<file path="src/rtl/mem_stage_ctrl_if.sv">
// Data-memory request/ready bus between the memory stage controller (master)
// and the data memory (slave).
interface mem_stage_ctrl_if #(
    parameter int DATA_W = 16
);
    logic              mem_req;
    logic              mem_we;
    logic [DATA_W-1:0] mem_addr;
    logic [DATA_W-1:0] mem_wdata;
    logic [DATA_W-1:0] mem_rdata;
    logic              mem_rdy;

    modport master (
        output mem_req, mem_we, mem_addr, mem_wdata,
        input  mem_rdata, mem_rdy
    );

    modport slave (
        input  mem_req, mem_we, mem_addr, mem_wdata,
        output mem_rdata, mem_rdy
    );
endinterface

</file>
<file path="src/rtl/mem_stage_ctrl.sv">
// Memory-access stage: issues data-memory requests, stalls upstream while busy,
// retires results toward writeback. Define MEM_ALIGN_CHK_EN to reject odd addresses.
//
// state | meaning
// IDLE  | no access outstanding; ALU results pass through in one cycle
// BUSY  | request held on the memory bus until mem_rdy or wait-limit abort
module mem_stage_ctrl #(
    parameter int DATA_W   = 16,
    parameter int MAX_WAIT = 8
) (
    input  logic              clk,
    input  logic              rst,
    input  logic              i_in_valid,
    input  logic [15:0]       i_instruction,
    input  logic [DATA_W-1:0] i_data_out,
    input  logic [DATA_W-1:0] i_data_two,
    input  logic [2:0]        i_rd,
    input  logic              i_reg_write,
    input  logic              i_mem_read,
    input  logic              i_mem_write,
    input  logic              i_mem_reg,
    input  logic              i_mem_en,
    output logic              o_stall,
    mem_stage_ctrl_if.master  mem_bus,
    output logic              o_wb_valid,
    output logic [15:0]       o_wb_instruction,
    output logic [DATA_W-1:0] o_wb_data,
    output logic [2:0]        o_wb_reg,
    output logic              o_wb_write,
    output logic              o_timeout_err,
    output logic              o_align_err
);
    localparam int CNT_W = (MAX_WAIT > 2) ? $clog2(MAX_WAIT) : 1;
    localparam logic [CNT_W-1:0] LAST_CNT = CNT_W'(MAX_WAIT - 1);

    typedef enum logic [0:0] {IDLE, BUSY} state_t;

    state_t            r_state;
    logic [CNT_W-1:0]  r_count;
    logic              r_mem_req;
    logic              r_mem_we;
    logic [DATA_W-1:0] r_mem_addr;
    logic [DATA_W-1:0] r_mem_wdata;
    logic [2:0]        r_rd;
    logic              r_reg_write;
    logic              r_mem_reg;
    logic [15:0]       r_instruction;
    logic              r_wb_valid;
    logic [15:0]       r_wb_instruction;
    logic [DATA_W-1:0] r_wb_data;
    logic [2:0]        r_wb_reg;
    logic              r_wb_write;
    logic              r_timeout_err;
    logic              r_align_err;

    logic w_access;
    logic w_misalign;
    logic w_abort;

    assign w_access = i_in_valid & i_mem_en & (i_mem_read | i_mem_write);

`ifdef MEM_ALIGN_CHK_EN
    assign w_misalign = w_access & i_data_out[0];
`else
    assign w_misalign = 1'b0;
`endif

    assign w_abort = (r_count == LAST_CNT) & ~mem_bus.mem_rdy;
    assign o_stall = ((r_state == IDLE) & w_access & ~w_misalign)
                   | ((r_state == BUSY) & ~mem_bus.mem_rdy & ~w_abort);

    always_ff @(posedge clk) begin
        if (!rst) begin
            r_state          <= IDLE;
            r_count          <= '0;
            r_mem_req        <= 1'b0;
            r_mem_we         <= 1'b0;
            r_mem_addr       <= '0;
            r_mem_wdata      <= '0;
            r_rd             <= '0;
            r_reg_write      <= 1'b0;
            r_mem_reg        <= 1'b0;
            r_instruction    <= '0;
            r_wb_valid       <= 1'b0;
            r_wb_instruction <= '0;
            r_wb_data        <= '0;
            r_wb_reg         <= '0;
            r_wb_write       <= 1'b0;
            r_timeout_err    <= 1'b0;
            r_align_err      <= 1'b0;
        end else begin
            r_wb_valid    <= 1'b0;
            r_timeout_err <= 1'b0;
            r_align_err   <= 1'b0;
            case (r_state)
                IDLE: begin
                    if (w_misalign) begin
                        r_wb_valid       <= 1'b1;
                        r_wb_write       <= 1'b0;
                        r_wb_data        <= i_data_out;
                        r_wb_reg         <= i_rd;
                        r_wb_instruction <= i_instruction;
                        r_align_err      <= 1'b1;
                    end else if (w_access) begin
                        r_state       <= BUSY;
                        r_count       <= '0;
                        r_mem_req     <= 1'b1;
                        r_mem_we      <= i_mem_write;
                        r_mem_addr    <= i_data_out;
                        r_mem_wdata   <= i_data_two;
                        r_rd          <= i_rd;
                        r_reg_write   <= i_reg_write;
                        r_mem_reg     <= i_mem_reg;
                        r_instruction <= i_instruction;
                        r_wb_write    <= 1'b0;
                    end else if (i_in_valid) begin
                        r_wb_valid       <= 1'b1;
                        r_wb_data        <= i_data_out;
                        r_wb_reg         <= i_rd;
                        r_wb_write       <= i_reg_write;
                        r_wb_instruction <= i_instruction;
                    end else begin
                        r_wb_write <= 1'b0;
                    end
                end
                BUSY: begin
                    if (mem_bus.mem_rdy) begin
                        r_state          <= IDLE;
                        r_mem_req        <= 1'b0;
                        r_mem_we         <= 1'b0;
                        r_wb_valid       <= 1'b1;
                        r_wb_reg         <= r_rd;
                        r_wb_write       <= r_reg_write;
                        r_wb_instruction <= r_instruction;
                        r_wb_data        <= (~r_mem_we & r_mem_reg) ? mem_bus.mem_rdata : r_mem_addr;
                    end else if (w_abort) begin
                        // Aborted access still retires so the slot is accounted for, but never writes
                        r_state          <= IDLE;
                        r_mem_req        <= 1'b0;
                        r_mem_we         <= 1'b0;
                        r_timeout_err    <= 1'b1;
                        r_wb_valid       <= 1'b1;
                        r_wb_write       <= 1'b0;
                        r_wb_reg         <= r_rd;
                        r_wb_instruction <= r_instruction;
                        r_wb_data        <= r_mem_addr;
                    end else begin
                        r_count <= (r_count == LAST_CNT) ? r_count : r_count + 1'b1;
                    end
                end
                default: r_state <= IDLE;
            endcase
        end
    end

    assign mem_bus.mem_req   = r_mem_req;
    assign mem_bus.mem_we    = r_mem_we;
    assign mem_bus.mem_addr  = r_mem_addr;
    assign mem_bus.mem_wdata = r_mem_wdata;

    assign o_wb_valid       = r_wb_valid;
    assign o_wb_instruction = r_wb_instruction;
    assign o_wb_data        = r_wb_data;
    assign o_wb_reg         = r_wb_reg;
    assign o_wb_write       = r_wb_write;
    assign o_timeout_err    = r_timeout_err;
    assign o_align_err      = r_align_err;
endmodule

</file>
<file path="src/flat_wrapper.sv">
// flat-port wrapper written by rule: the top's interface ports become plain ports
module mem_stage_ctrl_flat 
#(
    parameter int DATA_W   = 16,
    parameter int MAX_WAIT = 8
)
  (clk, rst, i_in_valid, i_instruction, i_data_out, i_data_two, i_rd, i_reg_write, i_mem_read, i_mem_write, i_mem_reg, i_mem_en, o_stall, o_wb_valid, o_wb_instruction, o_wb_data, o_wb_reg, o_wb_write, o_timeout_err, o_align_err, mem_bus_mem_req, mem_bus_mem_we, mem_bus_mem_addr, mem_bus_mem_wdata, mem_bus_mem_rdata, mem_bus_mem_rdy);
  mem_stage_ctrl_if #(.DATA_W(DATA_W)) mem_bus_i ();
  input  logic clk;
  input  logic rst;
  input  logic i_in_valid;
  input  logic [15:0] i_instruction;
  input  logic [DATA_W-1:0] i_data_out;
  input  logic [DATA_W-1:0] i_data_two;
  input  logic [2:0] i_rd;
  input  logic i_reg_write;
  input  logic i_mem_read;
  input  logic i_mem_write;
  input  logic i_mem_reg;
  input  logic i_mem_en;
  output logic o_stall;
  output logic o_wb_valid;
  output logic [15:0] o_wb_instruction;
  output logic [DATA_W-1:0] o_wb_data;
  output logic [2:0] o_wb_reg;
  output logic o_wb_write;
  output logic o_timeout_err;
  output logic o_align_err;
  output wire logic [$bits(mem_bus_i.mem_req)-1:0] mem_bus_mem_req;
  output wire logic [$bits(mem_bus_i.mem_we)-1:0] mem_bus_mem_we;
  output wire logic [$bits(mem_bus_i.mem_addr)-1:0] mem_bus_mem_addr;
  output wire logic [$bits(mem_bus_i.mem_wdata)-1:0] mem_bus_mem_wdata;
  input wire logic [$bits(mem_bus_i.mem_rdata)-1:0] mem_bus_mem_rdata;
  input wire logic [$bits(mem_bus_i.mem_rdy)-1:0] mem_bus_mem_rdy;
  assign mem_bus_mem_req = mem_bus_i.mem_req;
  assign mem_bus_mem_we = mem_bus_i.mem_we;
  assign mem_bus_mem_addr = mem_bus_i.mem_addr;
  assign mem_bus_mem_wdata = mem_bus_i.mem_wdata;
  assign mem_bus_i.mem_rdata = mem_bus_mem_rdata;
  assign mem_bus_i.mem_rdy = mem_bus_mem_rdy;
  mem_stage_ctrl #(.DATA_W(DATA_W), .MAX_WAIT(MAX_WAIT)) u_core (.clk(clk), .rst(rst), .i_in_valid(i_in_valid), .i_instruction(i_instruction), .i_data_out(i_data_out), .i_data_two(i_data_two), .i_rd(i_rd), .i_reg_write(i_reg_write), .i_mem_read(i_mem_read), .i_mem_write(i_mem_write), .i_mem_reg(i_mem_reg), .i_mem_en(i_mem_en), .o_stall(o_stall), .mem_bus(mem_bus_i), .o_wb_valid(o_wb_valid), .o_wb_instruction(o_wb_instruction), .o_wb_data(o_wb_data), .o_wb_reg(o_wb_reg), .o_wb_write(o_wb_write), .o_timeout_err(o_timeout_err), .o_align_err(o_align_err));
endmodule
</file>
<file path="config.mk">
export PLATFORM = sky130hd
export DESIGN_NAME = mem_stage_ctrl_flat
export DESIGN_NICKNAME = d
export VERILOG_FILES = /design/src/rtl/mem_stage_ctrl_if.sv /design/src/rtl/mem_stage_ctrl.sv /design/src/flat_wrapper.sv
export SDC_FILE = /design/constraint.sdc
export NUM_CORES = 1
export LEC_CHECK = 0
export CORE_UTILIZATION = 50
export DETAILED_ROUTE_END_ITERATION = 10
export PLACE_DENSITY = 0.95
export SLEW_MARGIN = 15
export SYNTH_ARGS = -nofsm -noshare
export SYNTH_HDL_FRONTEND = slang
export SYNTH_SLANG_ARGS = --single-unit
</file>
<file path="constraint.sdc">
create_clock -name clk -period 3.3 [get_ports clk]
set_clock_uncertainty 0.1 [all_clocks]
set_input_delay 0.495 -clock clk [delete_from_list [all_inputs] [get_ports clk]]
set_output_delay 0.495 -clock clk [all_outputs]
set_load 0.005 [all_outputs]
</file>
Word-level counts from Yosys, hierarchy flattened:

Cells that the tools add are included.

* output and inout port bits: 74
* flip-flop bits (word level): 97
* word-level logic and storage cells: 84

* reductions and logical operators: 5
* bitwise operators: 14
* equality and inequality tests: 8
* multiplexer cells: 40
* add/subtract/negate cells: 1

Operator list (count)
* 2-to-1 mux 16 bit: 9
* one-hot mux 16 bit (2 select lines): 2
* 2-to-1 mux 3 bit: 8
* 2-to-1 mux 1 bit: 14
* one-hot mux 3 bit (2 select lines): 2
* inequality test 2 bit, second input constant: 5
* one-hot mux 1 bit (2 select lines): 5
* AND 1 bit: 7
* NOT 1 bit: 5
* AND reduction 2 bit: 2
* AND reduction 4 bit: 1
* adder 3 x 1 -> 3 bit, second input constant: 1
* equality test 3 bit, second input constant: 1
* inequality test 3 bit, second input constant: 1
* AND reduction 3 bit: 1
* OR reduction 3 bit: 1
* inequality test 2 x 1 -> 1 bit, second input constant: 1
* bitwise OR 1 bit: 2

Depth between registers and ports, before layout:

Gate-level depths: netlist (run 1).

* depth in word-level cells: 5
* mapped depth: 7

Worst setup path after synthesis (run 1):

OpenSTA, ideal clock, no wires.

* kind: register to output
* start point: register u_core.r_count[0]
* end point: output o_stall
* required time: 2.705 ns
* path slack: 1.428 ns
* stages on the path, launching flop included: 5
* arrival time: 1.277 ns
* cells stage by stage: dfxtp_1 > ha_1 > ha_1 > or3b_1 > o21ai_1

* longest elaborated chain between the ends: 5

RTL lines
* from (decl): RTL line mem_stage_ctrl.sv:39 `logic [CNT_W-1:0] r_count;`
* from (signal assigned): RTL line mem_stage_ctrl.sv:148 `r_count <= (r_count == LAST_CNT) ? r_count : r_count + 1'b1;`
* equality test 3 bit: RTL line mem_stage_ctrl.sv:68 `assign w_abort = (r_count == LAST_CNT) & ~mem_bus.mem_rdy;`
* AND 1 bit: RTL line mem_stage_ctrl.sv:68
* NOT 1 bit: RTL line mem_stage_ctrl.sv:70 `| ((r_state == BUSY) & ~mem_bus.mem_rdy & ~w_abort);`
* AND 1 bit: RTL line mem_stage_ctrl.sv:70
* bitwise OR 1 bit: RTL line mem_stage_ctrl.sv:70
* to (decl): RTL line flat_wrapper.sv:21 `output logic o_stall;`

No other way between the ends.

Worst setup path after layout (run 1):

Ends and elaborated chain as after synthesis.

==> results of run 1 <==
## metal layers
layer	track usage, %	vias up	wire length (um)
met5	0	-	0
li1	-	2110	-
met1	34.89	2203	5359
met4	8.152	0	212
met2	47.45	273	6540
met3	5.827	23	1302
## final cells by class
| cell class | count | area [sq um] | area share [%] |
|---|---|---|---|
| inverter | 2 | 7.507 | 0.1225 |
| tap | 108 | 135.1 | 2.206 |
| sequential | 97 | 1943 | 31.72 |
| timing repair buffer | 162 | 1587 | 25.90 |
| clock inverter | 7 | 95.09 | 1.552 |
| clock buffer | 9 | 123.9 | 2.022 |
| multi-input combinational | 335 | 2235 | 36.48 |
## Yosys cell counts, types with 7 or more instances
cell type and number:
dfxtp_1 97, o21ai_0 68, a21oi_1 58, nand3_1 56
a211oi_1 44, buf_2 30, clkbuf_1 19, mux2i_1 19
and4b_1 16, o2111ai_1 16, o31ai_1 16, a211oi_2 10
buf_6 7
## where the power goes
part | switching, mW | leakage, nW | total [mW] | internal [mW]
combinational | 0.251 | 1.15 | 0.515 | 0.264
clock | 0.425 | 0.109 | 0.852 | 0.427
sequential | 0.0437 | 0.794 | 1.28 | 1.24
total | 0.719 | 2.05 | 2.65 | 1.93
## path summary, 6_finish.rpt
kind	endpoint	from	slack, ps
worst max-delay path	o_stall	u_core.r_count[0]	420
worst max register to register	u_core.o_wb_data[1]	u_core.r_state	1020
worst min-delay path	u_core.r_instruction[14]	u_core.r_instruction[14]	380
worst min register to register	u_core.r_instruction[14]	u_core.r_instruction[14]	380
## stage by stage
step	instances	setup WS, ps	power, mW	util (%)	hold WS [ps]
final	720	422.5	2.650	70.24	378.3
after global placement	704	678.4	1.801	67.73	359.4
after CTS	720	406.3	2.656	70.24	380.4
after global routing	720	344.1	2.748	70.24	406.6
after detailed placement	704	672.6	1.819	67.73	367.2
after floorplan	496	1428	1.554	-	348.9
## placed cells by master, fill, tap and decap left out, drive strengths merged
master / synthesis / routed
nand2: 2 / 2
nor3b: 1 / 1
and2: 2 / 2
conb: 1 / 1
nand3b: 1 / 1
clkinv: 2 / 5
clkinvlp: 0 / 1
o21ai: 75 / 75
nor2: 3 / 3
o2111ai: 16 / 16
nor3: 1 / 1
clkbuf: 21 / 9
or3b: 1 / 1
mux2i: 19 / 19
a21oi: 59 / 59
and4b: 16 / 16
ha: 2 / 2
o31ai: 16 / 16
o21a: 2 / 2
nand2b: 2 / 2
nor2b: 1 / 1
nand3: 56 / 56
buf: 41 / 14
clkdlybuf4s50: 0 / 148
inv: 0 / 1
a211oi: 54 / 54
dfxtp: 97 / 97
bufinv: 0 / 2
o211ai: 4 / 4
a22oi: 1 / 1
## cells by family after synthesis
| kind of cell | count (synthesis) | synth area share (%) |
|---|---|---|
| compound gates | 227 | 32.68 |
| flops | 97 | 42.98 |
| simple gates | 86 | 11.80 |
| buf+inv | 64 | 7.699 |
| mux | 19 | 4.209 |
| fa+ha+maj | 2 | 0.5538 |
| other cells | 1 | 0.08300 |
## worst max-delay path, stage by stage (launching register included)
cell and delay, ps:
dfxtp_1 340, ha_1 210, ha_1 270, or3b_1 450
o21ai_1 140, clkdlybuf4s50_1 530
==> results.py, run 1 <==
metrics = {
    "outcome": {
        "status": "finished clean",
    },
    "floorplanning": {
        "num_io_pins": 150,
        "die-height_um": 97.06,
        "core-area_sq_um": 8721,
        "die-area_sq_um": 9421,
        "initial_utilization_pct": 51.81,
        "num_rows": 34,
        "die_width_um": 97.06,
    },
    "sta": {
        "min_period_over_period_pct": 87.20,
        "rsz0062_at_grt": "false",
        "fmax_mhz": 347.5,
        "min_period_ps": 2877,
        "finalSetupTns_ps": 0,
        "setup_viol": 0,
        "slew_violations": 0,
        "hold_viol": 0,
        "slew_headroom_pct": 45.47,
        "worst-slew-pin-transition_ps": 817.9,
    },
    "synth": {
        "syn_area_sq_um": 4518,
        "syn_avg_cell_area_sq_um": 9.109,
        "synth_top_area_share_pct": 42.98,
        "synth-seq-area-share_pct": 42.98,
        "ys_top_cells_by_area": "dfxtp_1 (43%), o21ai_0 (7.5%), a211oi_1 (7.3%)",
        "postSynth.asyncResetShare_pct": 0,
        "ys_dominant_reg_cell": "dfxtp_1",
        "yosysWarnings": 0,
        "ys_ff_latch": 97,
        "synth_edf_count": 0,
        "ys_types": 34,
        "syn_nets": 574,
        "yosysTopAreaCell": "dfxtp_1",
        "syn_inst": 496,
    },
    "cts": {
        "clock_path_buffers": 2,
        "cts_hold_buf": 0,
        "cts_root_buffer": "clkbuf_8",
        "cts_tree": "yes",
        "clk_pin_slew_ps": 100,
        "clock_latency_ps": 350,
        "ctsResizeCount": 0,
        "numCtsBuffers": 9,
        "post-cts-setup-buffers": 0,
        "clock-sinks": 97,
        "htreeDepth": 3,
    },
    "worst_setup_path": {
        "path_class": "flip-flop to primary output",
        "critical_path.max_fanout": 6,
        "rr_worst_depth": 4,
        "arrival_ps": 2280,
        "end_kind": "primary output",
        "crit_required_ps": 2700,
        "worst_setup_path_start_kind": "flip-flop",
    },
    "place": {
        "io_buffers": 148,
        "dpl_cell_area_sq_um": 5907,
        "dp_hpwl_mm": 8.726,
        "place_congestion": 0.8389,
    },
    "global_routing": {
        "antenna_found_initial": 0,
        "grt_pass1_vias": 4352,
        "grt_max_degree": 58,
        "grt_overflow_total": 0,
        "globalRouteTotalUtil_pct": 27.66,
        "grt_pass1_wl_mm": 21.63,
    },
    "layout": {
        "fin_area_sq_um": 6126,
        "antennaDiodeCount": 0,
        "fillers": 643,
        "area_delta_synth_final_pct": 35.59,
        "num-nets-final": 685,
        "drive_gt1_share_pct": 8.170,
    },
    "detailed_routing": {
        "ant_nets": 0,
        "drt_iter0_markers": 313,
        "drc": 0,
        "wl_mm": 13.41,
        "dr.pass1.iters": 5,
        "routedWlPerCell_um": 18.63,
        "via_per_inst": 6.401,
        "dr_total_vias": 4609,
    },
    "min_path": {
        "hold_path_depth": 2,
        "hp-class": "flip-flop to flip-flop",
    },
    "pwr": {
        "leakagePower_nw": 2.048,
        "peakVddDrop_mv": 0.2600,
        "p_per_area_nw_per_um2": 432.6,
    },
    "run": {
        "drv_cap": 0,
    },
}
(Power assumes the default switching activity.)
==> run 2, diff against run 1 <==
Settings changed: CORE_MARGIN from default to 2, CTS_CLUSTER_SIZE from default to 25.
==> results.py, run 2 (synthesized netlist as in run 1, its figures left out) <==
metrics = {
    "outcome": {
        "status": "finished clean",
    },
    "detailed_routing": {
        "dr_wl_met3_mm": 1.230,
        "drc": 0,
        "drt-met1-wl_mm": 5.631,
        "wl_met2_mm": 6.647,
        "ant_nets": 0,
        "drt_iter0_markers": 322,
        "routedWlPerCell_um": 19.10,
        "wl_mm": 13.73,
        "dr_total_vias": 4545,
        "dr.pass1.iters": 7,
        "via_per_inst": 6.321,
        "highest_layer": "met4",
    },
    "layout": {
        "area_delta_synth_final_pct": 35.34,
        "multi_input_area_sq_um": 2235,
        "regArea_sq_um": 1943,
        "layout_commonest_cell": "clkdlybuf4s50_1",
        "num-nets-final": 684,
        "finalNonFillerCells": 719,
        "drive_gt1_share_pct": 8.020,
        "fillers": 675,
        "antennaDiodeCount": 0,
        "layout_common_cells": "clkdlybuf4s50_1 (148), dfxtp_1 (96), o21ai_0 (68), a21oi_1 (58), nand3_1 (56)",
    },
    "worst_setup_path": {
        "crit_path_cell_trace": "ha_1, ha_1, or3b_1, o21ai_1, clkdlybuf4s50_1",
        "slowest_stage": "clkdlybuf4s50_1",
        "rr_worst_depth": 4,
        "critical_path_buf_inv_count": 1,
        "worst_setup_path_start_kind": "flip-flop",
        "cp_top_family": "buffers and inverters",
        "crit_top_cell": "ha_1",
        "critical_path.max_fanout": 6,
        "path_class": "flip-flop to primary output",
        "crit_required_ps": 2700,
        "path_depth": 5,
        "end_kind": "primary output",
        "arrival_ps": 2300,
        "cp_slowest_stage_delay_ps": 540,
    },
    "cts": {
        "clk_pin_slew_ps": 100,
        "clock-sinks": 97,
        "cts_tree": "yes",
        "ctsResizeCount": 0,
        "cts_hold_buf": 0,
        "cts_root_buffer": "clkbuf_8",
        "clock_latency_ps": 350,
        "post-cts-setup-buffers": 0,
        "htreeDepth": 3,
        "clock_path_buffers": 2,
        "numCtsBuffers": 9,
    },
    "pwr": {
        "leakagePower_nw": 2.036,
        "p_per_area_nw_per_um2": 424.2,
        "peakVddDrop_mv": 0.2700,
    },
    "sta": {
        "min_period_ps": 2891,
        "min_period_over_period_pct": 87.60,
        "fmax_mhz": 345.9,
        "slew_violations": 0,
        "worst-slew-pin-transition_ps": 855.0,
        "finalSetupTns_ps": 0,
        "slew_headroom_pct": 43.00,
        "rsz0062_at_grt": "false",
        "setup_viol": 0,
        "hold_viol": 0,
    },
    "min_path": {
        "hp-class": "flip-flop to flip-flop",
        "hold_path_depth": 2,
    },
    "floorplanning": {
        "num_io_pins": 150,
        "core-area_sq_um": 8763,
        "num_rows": 34,
        "die-height_um": 99.06,
        "die_width_um": 99.06,
        "initial_utilization_pct": 51.56,
        "die-area_sq_um": 9813,
    },
    "global_routing": {
        "grt_overflow_total": 0,
        "antenna_found_initial": 0,
        "grt_max_degree": 74,
        "globalRouteTotalUtil_pct": 27.77,
        "grt_pass1_wl_mm": 22.46,
        "grt_pass1_vias": 4507,
    },
    "place": {
        "dp.cells": 703,
        "io_buffers": 148,
        "place_congestion": 0.8391,
        "dp_hpwl_mm": 9.104,
    },
    "run": {
        "drv_cap": 0,
    },
}
run 2: area by class of cell:
cell class	instances	share of cell area, %
Sequential cell	97	31.78
Inverter	2	0.1228
Timing Repair Buffer	161	26.03
Clock inverter	7	1.289
Clock buffer	9	2.026
Tap cell	108	2.210
Multi-Input combinational cell	335	36.55
run 2: metal layers:
metal  GRT usage (%)  up-vias
met5               0        -
met4           9.378        0
met3           6.028       25
met2           45.53      251
met1           36.32     2159
li1                -     2110
run 2: worst min-delay path, delay by kind of cell (launching register included):
family / cells / cell delay [ps]
AO/OA/AOI/OAI: 2 / 120
flip-flops: 1 / 310
run 2: where the power goes:
group / switching [mW] / internal [mW] / total [mW]
Combinational: 0.249 / 0.265 / 0.515
Clock: 0.434 / 0.359 / 0.793
Sequential: 0.0471 / 1.24 / 1.29
Total: 0.731 / 1.86 / 2.59
run 2: worst paths after layout:
kind	start	to	slack, ps
worst max-delay path	u_core.r_count[0]	o_stall	410
worst min-delay path	u_core.r_instruction[1]	u_core.r_instruction[1]	380
worst max register to register	u_core.r_state	u_core.o_wb_data[11]	1060
worst min register to register	u_core.r_instruction[1]	u_core.r_instruction[1]	380
run 2: through the flow:
| stage | setup WS (ps) | cell area (sq um) | power, mW | hold slack (ps) | util [%] |
|---|---|---|---|---|---|
| final | 409.0 | 6115 | 2.594 | 381.5 | 69.77 |
| after global placement | 681.5 | 5912 | 1.802 | 359.4 | 67.46 |
| after CTS | 409.8 | 6115 | 2.601 | 381.5 | 69.77 |
| after detailed placement | 668.8 | 5912 | 1.821 | 368.7 | 67.46 |
| after global routing | 330.7 | 6115 | 2.706 | 408.9 | 69.77 |
| after floorplan | 1428 | 4518 | 1.554 | 348.9 | - |
==> variant 1 (flow settings as in run 1) <==
`DATA_W` is set to 16 in 3 places; all go to 32.
--- a/src/rtl/mem_stage_ctrl_if.sv
+++ b/src/rtl/mem_stage_ctrl_if.sv
@@ -1,7 +1,7 @@
 // Data-memory request/ready bus between the memory stage controller (master)
 // and the data memory (slave).
 interface mem_stage_ctrl_if #(
-    parameter int DATA_W = 16
+    parameter int DATA_W = 32
 );
     logic              mem_req;
     logic              mem_we;
--- a/src/rtl/mem_stage_ctrl.sv
+++ b/src/rtl/mem_stage_ctrl.sv
@@ -5,7 +5,7 @@
 // IDLE  | no access outstanding; ALU results pass through in one cycle
 // BUSY  | request held on the memory bus until mem_rdy or wait-limit abort
 module mem_stage_ctrl #(
-    parameter int DATA_W   = 16,
+    parameter int DATA_W   = 32,
     parameter int MAX_WAIT = 8
 ) (
     input  logic              clk,
--- a/src/flat_wrapper.sv
+++ b/src/flat_wrapper.sv
@@ -1,7 +1,7 @@
 // flat-port wrapper written by rule: the top's interface ports become plain ports
 module mem_stage_ctrl_flat 
 #(
-    parameter int DATA_W   = 16,
+    parameter int DATA_W   = 32,
     parameter int MAX_WAIT = 8
 )
   (clk, rst, i_in_valid, i_instruction, i_data_out, i_data_two, i_rd, i_reg_write, i_mem_read, i_mem_write, i_mem_reg, i_mem_en, o_stall, o_wb_valid, o_wb_instruction, o_wb_data, o_wb_reg, o_wb_write, o_timeout_err, o_align_err, mem_bus_mem_req, mem_bus_mem_we, mem_bus_mem_addr, mem_bus_mem_wdata, mem_bus_mem_rdata, mem_bus_mem_rdy);
Ports: changed (6 resized); port bits go from 150 to 246. No check against the original RTL was run, so the function may have changed too.
==> variant 1 against run 1 <==
Design area up 59%. Setup slack worse by 96 ps. Area after synthesis increased by 50%. Clock power is 150% higher. Wire length increased by 63%. Sequential cell count up 48. Power up 82%.
==> variant 1: results (changes against run 1) <==
| Metric | Value |
|---|---|
| Vias | 7,166 (+55%) |
| FILL cells | 927 (+44%) |
| Clock slew at reported path FFs | 60 ps (-40 ps) |
| Dominant cells by area after synthesis | dfxtp_1 43%, o21ai_0 8.3%, a21oi_1 6.8% |
| GRT Total Usage | 30.69% (+3.0 points) |
| FF-to-FF Start | u_core.r_state |
| HPWL Detailed | 13,330 µm (+53%) |
| CTS buffer count | 17 (+8) |
| Largest net degree at the start of global routing | 118 (+100%) |
| Share of cells above drive strength 1 | 7.547% (-0.62 points) |
| CTS root buffer | clkbuf_16 |
| Count of cell types in the netlist | 36 (+5.9%) |
| Worst R2R Path Depth | 5 (+1) |
| Synth cell count leaders | 145 x dfxtp_1, 112 x o21ai_0, 92 x a21oi_1, 88 x nand3_1, 60 x a211oi_1 |
| Worst slew margin | 32.01% (-13 points) |
| Vias in the first global route | 6,657 (+53%) |
| WP data arrival | 2380 ps (+100 ps) |
| Input/output buffers | 244 (+65%) |
| GPL Wtd Cong | 0.8443 (+0.64%) |
| 1st-iter DRT viols | 925 (+200%) |
| Max H-tree Level | 4 (+1) |
| Mapped Nets | 887 (+55%) |
| VDD IR max | 0.0003620 V (+39%) |
| P_leak | 0.003317 µW (+62%) |
| Status | completed |
| Nets | 1,067 (+56%) |
| Switching portion of total power | 24.34% (-2.8 points) |
-- variant 1: cell types whose count changed in the layout (fill, tap and decap cells not counted), sizes merged, moves of 32 or more --
| cell | run 1 | this run |
|---|---|---|
| a21oi | 59 | 93 |
| clkdlybuf4s50 | 148 | 243 |
| o21ai | 75 | 122 |
| dfxtp | 97 | 145 |
| nand3 | 56 | 88 |
-- variant 1: critical path, cell delays in order (launching register included) --
cell,delay [ps]
dfxtp_1,330
ha_1,200
ha_1,300
or3b_1,490
nand2_1,110
clkdlybuf4s50_1,540
-- variant 1: layout make-up --
class	instances	area, µm²	area share [%]
Multi-Input combinational cell	512	3348	34.42
Sequential cell	145	2904	29.85
Timing Repair Buffer	263	2592	26.65
Clock buffer	21	470.5	4.836
Tap cell	176	220.2	2.264
Clock inverter	11	182.7	1.878
Inverter	2	10.01	0.1029
-- variant 1: logic make-up (layout without fill, tap and decap cells) --
kind of cell             count (synthesis)  in the layout  share of synthesized area (%)
multiplexers                            19             19                          2.813
AND/OR/NAND/NOR                        135            135                          12.60
other                                    1              1                        0.05546
flip-flops                             145            145                          42.93
buffers and inverters                  104            297                          8.031
AO/OA/AOI/OAI                          355            355                          33.20
adder cells (fa/ha/maj)                  2              2                         0.3700
-- variant 1: worst min path at each step --
stage | from | to | slack, ps | depth (start not counted)
final | u_core.r_instruction[2] | u_core.r_instruction[2] | 370 | 2
after global routing | u_core.mem_bus.mem_wdata[31] | u_core.mem_bus.mem_wdata[31] | 400 | 2
after global placement | u_core.r_rd[1] | u_core.r_rd[1] | 360 | 2
after detailed placement | u_core.r_instruction[9] | u_core.r_instruction[9] | 370 | 2
after floorplan | u_core.r_reg_write | u_core.r_reg_write | 350 | 2
after CTS | u_core.mem_bus.mem_wdata[31] | u_core.mem_bus.mem_wdata[31] | 370 | 2
-- variant 1: power by group through the flow --
stage,logic (µW),clock network (µW),registers [µW]
final,789,2120,1920
after global routing,841,2220,1920
after CTS,784,2140,1910
after detailed placement,779,0,1950
after global placement,764,0,1950
after floorplan,361,0,1950
-- variant 1: per-stage QoR --
stage | area (µm²) | instances | setup WS, ps
2_1_floorplan | 6761 | 761 | 1373
3_3_place_gp | 9075 | 1098 | 691.7
3_5_place_dp | 9075 | 1098 | 617.6
4_1_cts | 9728 | 1130 | 328.2
5_1_grt | 9728 | 1130 | 245.3
6_report | 9728 | 1130 | 326.9
-- variant 1: routing by layer --
layer | vias to the layer above | routed length [µm] | global-route usage [%]
met5 | - | 0 | 0
met3 | 53 | 2048 | 6.564
met2 | 439 | 10610 | 50.48
li1 | 3281 | - | -
met1 | 3393 | 8597 | 38.22
met4 | 0 | 671 | 14.50
==> variant 2 (settings of run 1) <==
Without the edit above. Register the output `o_timeout_err` once more, cleared by the reset; this adds one clock of latency there. The other outputs are not delayed to match.
--- a/src/rtl/mem_stage_ctrl.sv
+++ b/src/rtl/mem_stage_ctrl.sv
@@ -163,7 +163,13 @@
     assign o_wb_data        = r_wb_data;
     assign o_wb_reg         = r_wb_reg;
     assign o_wb_write       = r_wb_write;
-    assign o_timeout_err    = r_timeout_err;
+    always_ff @(posedge clk) begin
+        if (!rst) begin
+            o_timeout_err <= '0;
+        end else begin
+            o_timeout_err <= r_timeout_err;
+        end
+    end
     assign o_align_err      = r_align_err;
 endmodule
 
Behaviour: same outputs for any inputs over 4 cycles, from zero or initial values and one cycle with rst low; that may be too few to reach the edited logic, so the function may still have changed.
==> variant 2 against run 1 <==
Design area rose by 0.55%. Power decreased by 1.6%. Setup slack worse by 52 ps. Clock power fell by 6.6%. Utilization about the same. Wire length is 0.62% lower. Largest cell class unchanged. Area after synthesis grew 1.1%. Critical path type unchanged. Sequential cell count grew 1. Combinational power about the same. Critical endpoint unchanged. Non-clock buffer count up 1.
==> variant 2: results (changes against run 1) <==
| Metric | Value |
|---|---|
| Status | completed |
| Hold Startpoint | u_core.r_timeout_err |
| Vias in the first global route | 4,322 (-0.69%) |
| Mapped Nets | 576 (+0.35%) |
| Worst Path Max Fanout | 6 (unchanged) |
| P_leak | 0.002063 µW (+0.73%) |
| Largest net degree at the start of global routing | 44 (-24%) |
| Post-Route WL | 13,330 µm (-0.62%) |
| 1st-iter DRT viols | 287 (-8.3%) |
| First-pass GRT wire length | 21,210 µm (-1.9%) |
| Hold Path Depth | 1 (-1) |
| HPWL Detailed | 8773 µm (+0.54%) |
| Clk_lat worst skew | 350 ps (about the same) |
| Nets | 688 (+0.44%) |
| Worst slew pin tran | 815.6 ps (-2.264 ps) |
| Synth cell count leaders | 98 x dfxtp_1, 68 x o21ai_0, 58 x a21oi_1, 56 x nand3_1, 44 x a211oi_1 |
| VDD IR max | 0.0002120 V (-18%) |
| WP data arrival | 2330 ps (+50 ps) |
| Worst R2R Path Depth | 6 (+2) |
| FF-to-FF End | u_core.mem_bus.mem_addr[9] |
| Share of cells above drive strength 1 | 8.469% (+0.30 points) |
| HP Class | reg2reg |
| Post-synthesis sequential area ratio | 42.96% (about the same) |
| Hold endpoint | u_core.o_timeout_err |
| Switching portion of total power | 26.86% (-0.27 points) |
| Input/output buffers | 148 (unchanged) |
| Count of cell types in the netlist | 36 (+5.9%) |
| R2r setup slk | 880 ps (-140 ps) |
| GPL Wtd Cong | 0.8583 (+2.3%) |
| Setup bufs post-CTS | 0 (unchanged) |
| PostCTS Resize Cnt | 0 (unchanged) |
| GRT Total Usage | 27.23% (-0.42 points) |
| Vias | 4,592 (-0.37%) |
| Dominant cells by area after synthesis | dfxtp_1 43%, o21ai_0 7.5%, a211oi_1 7.2% |
| Max H-tree Level | 3 (unchanged) |
| Syn. warnings | 0 (unchanged) |
| CTS root buffer | clkbuf_8 |
| DRT Pass-1 Iters | 6 (+1) |
## variant 2: changes by cell type after synthesis
cell,delta
o21ai_1,-1
o21ai_2,+1
and2_1,+1
or3b_1,-1
dfxtp_1,+1
clkbuf_2,+2
buf_8,+1
clkbuf_1,-1
or3b_2,+1
buf_2,-5
buf_4,+3
## variant 2: final cells by class
cell class                 count  area (µm²)
fill                         625        2604
clock inverter                 4       51.30
sequential                    98        1963
inverter                       2       7.507
timing repair buffer         163        1607
multi-input combinational    336        2245
clock buffer                  11       151.4
tap                          108       135.1
## variant 2: cell families after synthesis
family	after synthesis	share of synthesized area (%)
muxes	19	4.164
buffers and inverters	64	8.027
adders and majority gates	2	0.5479
other	1	0.08211
and+or+nand+nor	87	11.81
DFF	98	42.96
AOI/OAI and AO/OA	227	32.41
## variant 2: layer usage
metal / global-route usage (%) / routed length (µm) / vias to the layer above
met2: 46.42 / 6770 / 249
met3: 4.245 / 937 / 22
met4: 12.10 / 264 / 0
met1: 33.81 / 5359 / 2190
li1: - / - / 2131
met5: 0 / 0 / -
## variant 2: how the worst max path moves through the flow
stage | start | endpoint | slack [ps]
finish | u_core.r_count[0] | o_stall | 370
CTS | u_core.r_count[0] | o_stall | 360
detailed placement | mem_bus_mem_rdy | o_stall | 580
global route | u_core.r_count[0] | o_stall | 310
floorplan | u_core.r_count[0] | o_stall | 1380
global placement | mem_bus_mem_rdy | o_stall | 610
## variant 2: worst max-delay path, stage by stage, from the launching register on
cell,delay [ps]
dfxtp_1,340
ha_1,200
ha_1,260
or3b_2,540
o21ai_2,100
clkdlybuf4s50_1,550
## variant 2: power groups by stage
stage / clock network (µW) / logic [µW] / registers (µW)
final: 796 / 517 / 1290
after floorplan: 0 / 256 / 1320
after detailed placement: 0 / 512 / 1320
after global placement: 0 / 497 / 1320
after global routing: 860 / 553 / 1300
after CTS: 805 / 515 / 1290
## variant 2: stage by stage
stage	std cells	cell area (µm²)	total power, µW	setup WS (ps)	hold WS (ps)
floorplan	498	4567	1572	1377	311.9
global placement	707	5957	1814	605.3	315.1
detailed placement	707	5957	1832	577.1	319.1
CTS	722	6160	2613	362.5	342.7
global route	722	6160	2715	309.4	349.5
finish	722	6160	2607	370.4	343.0
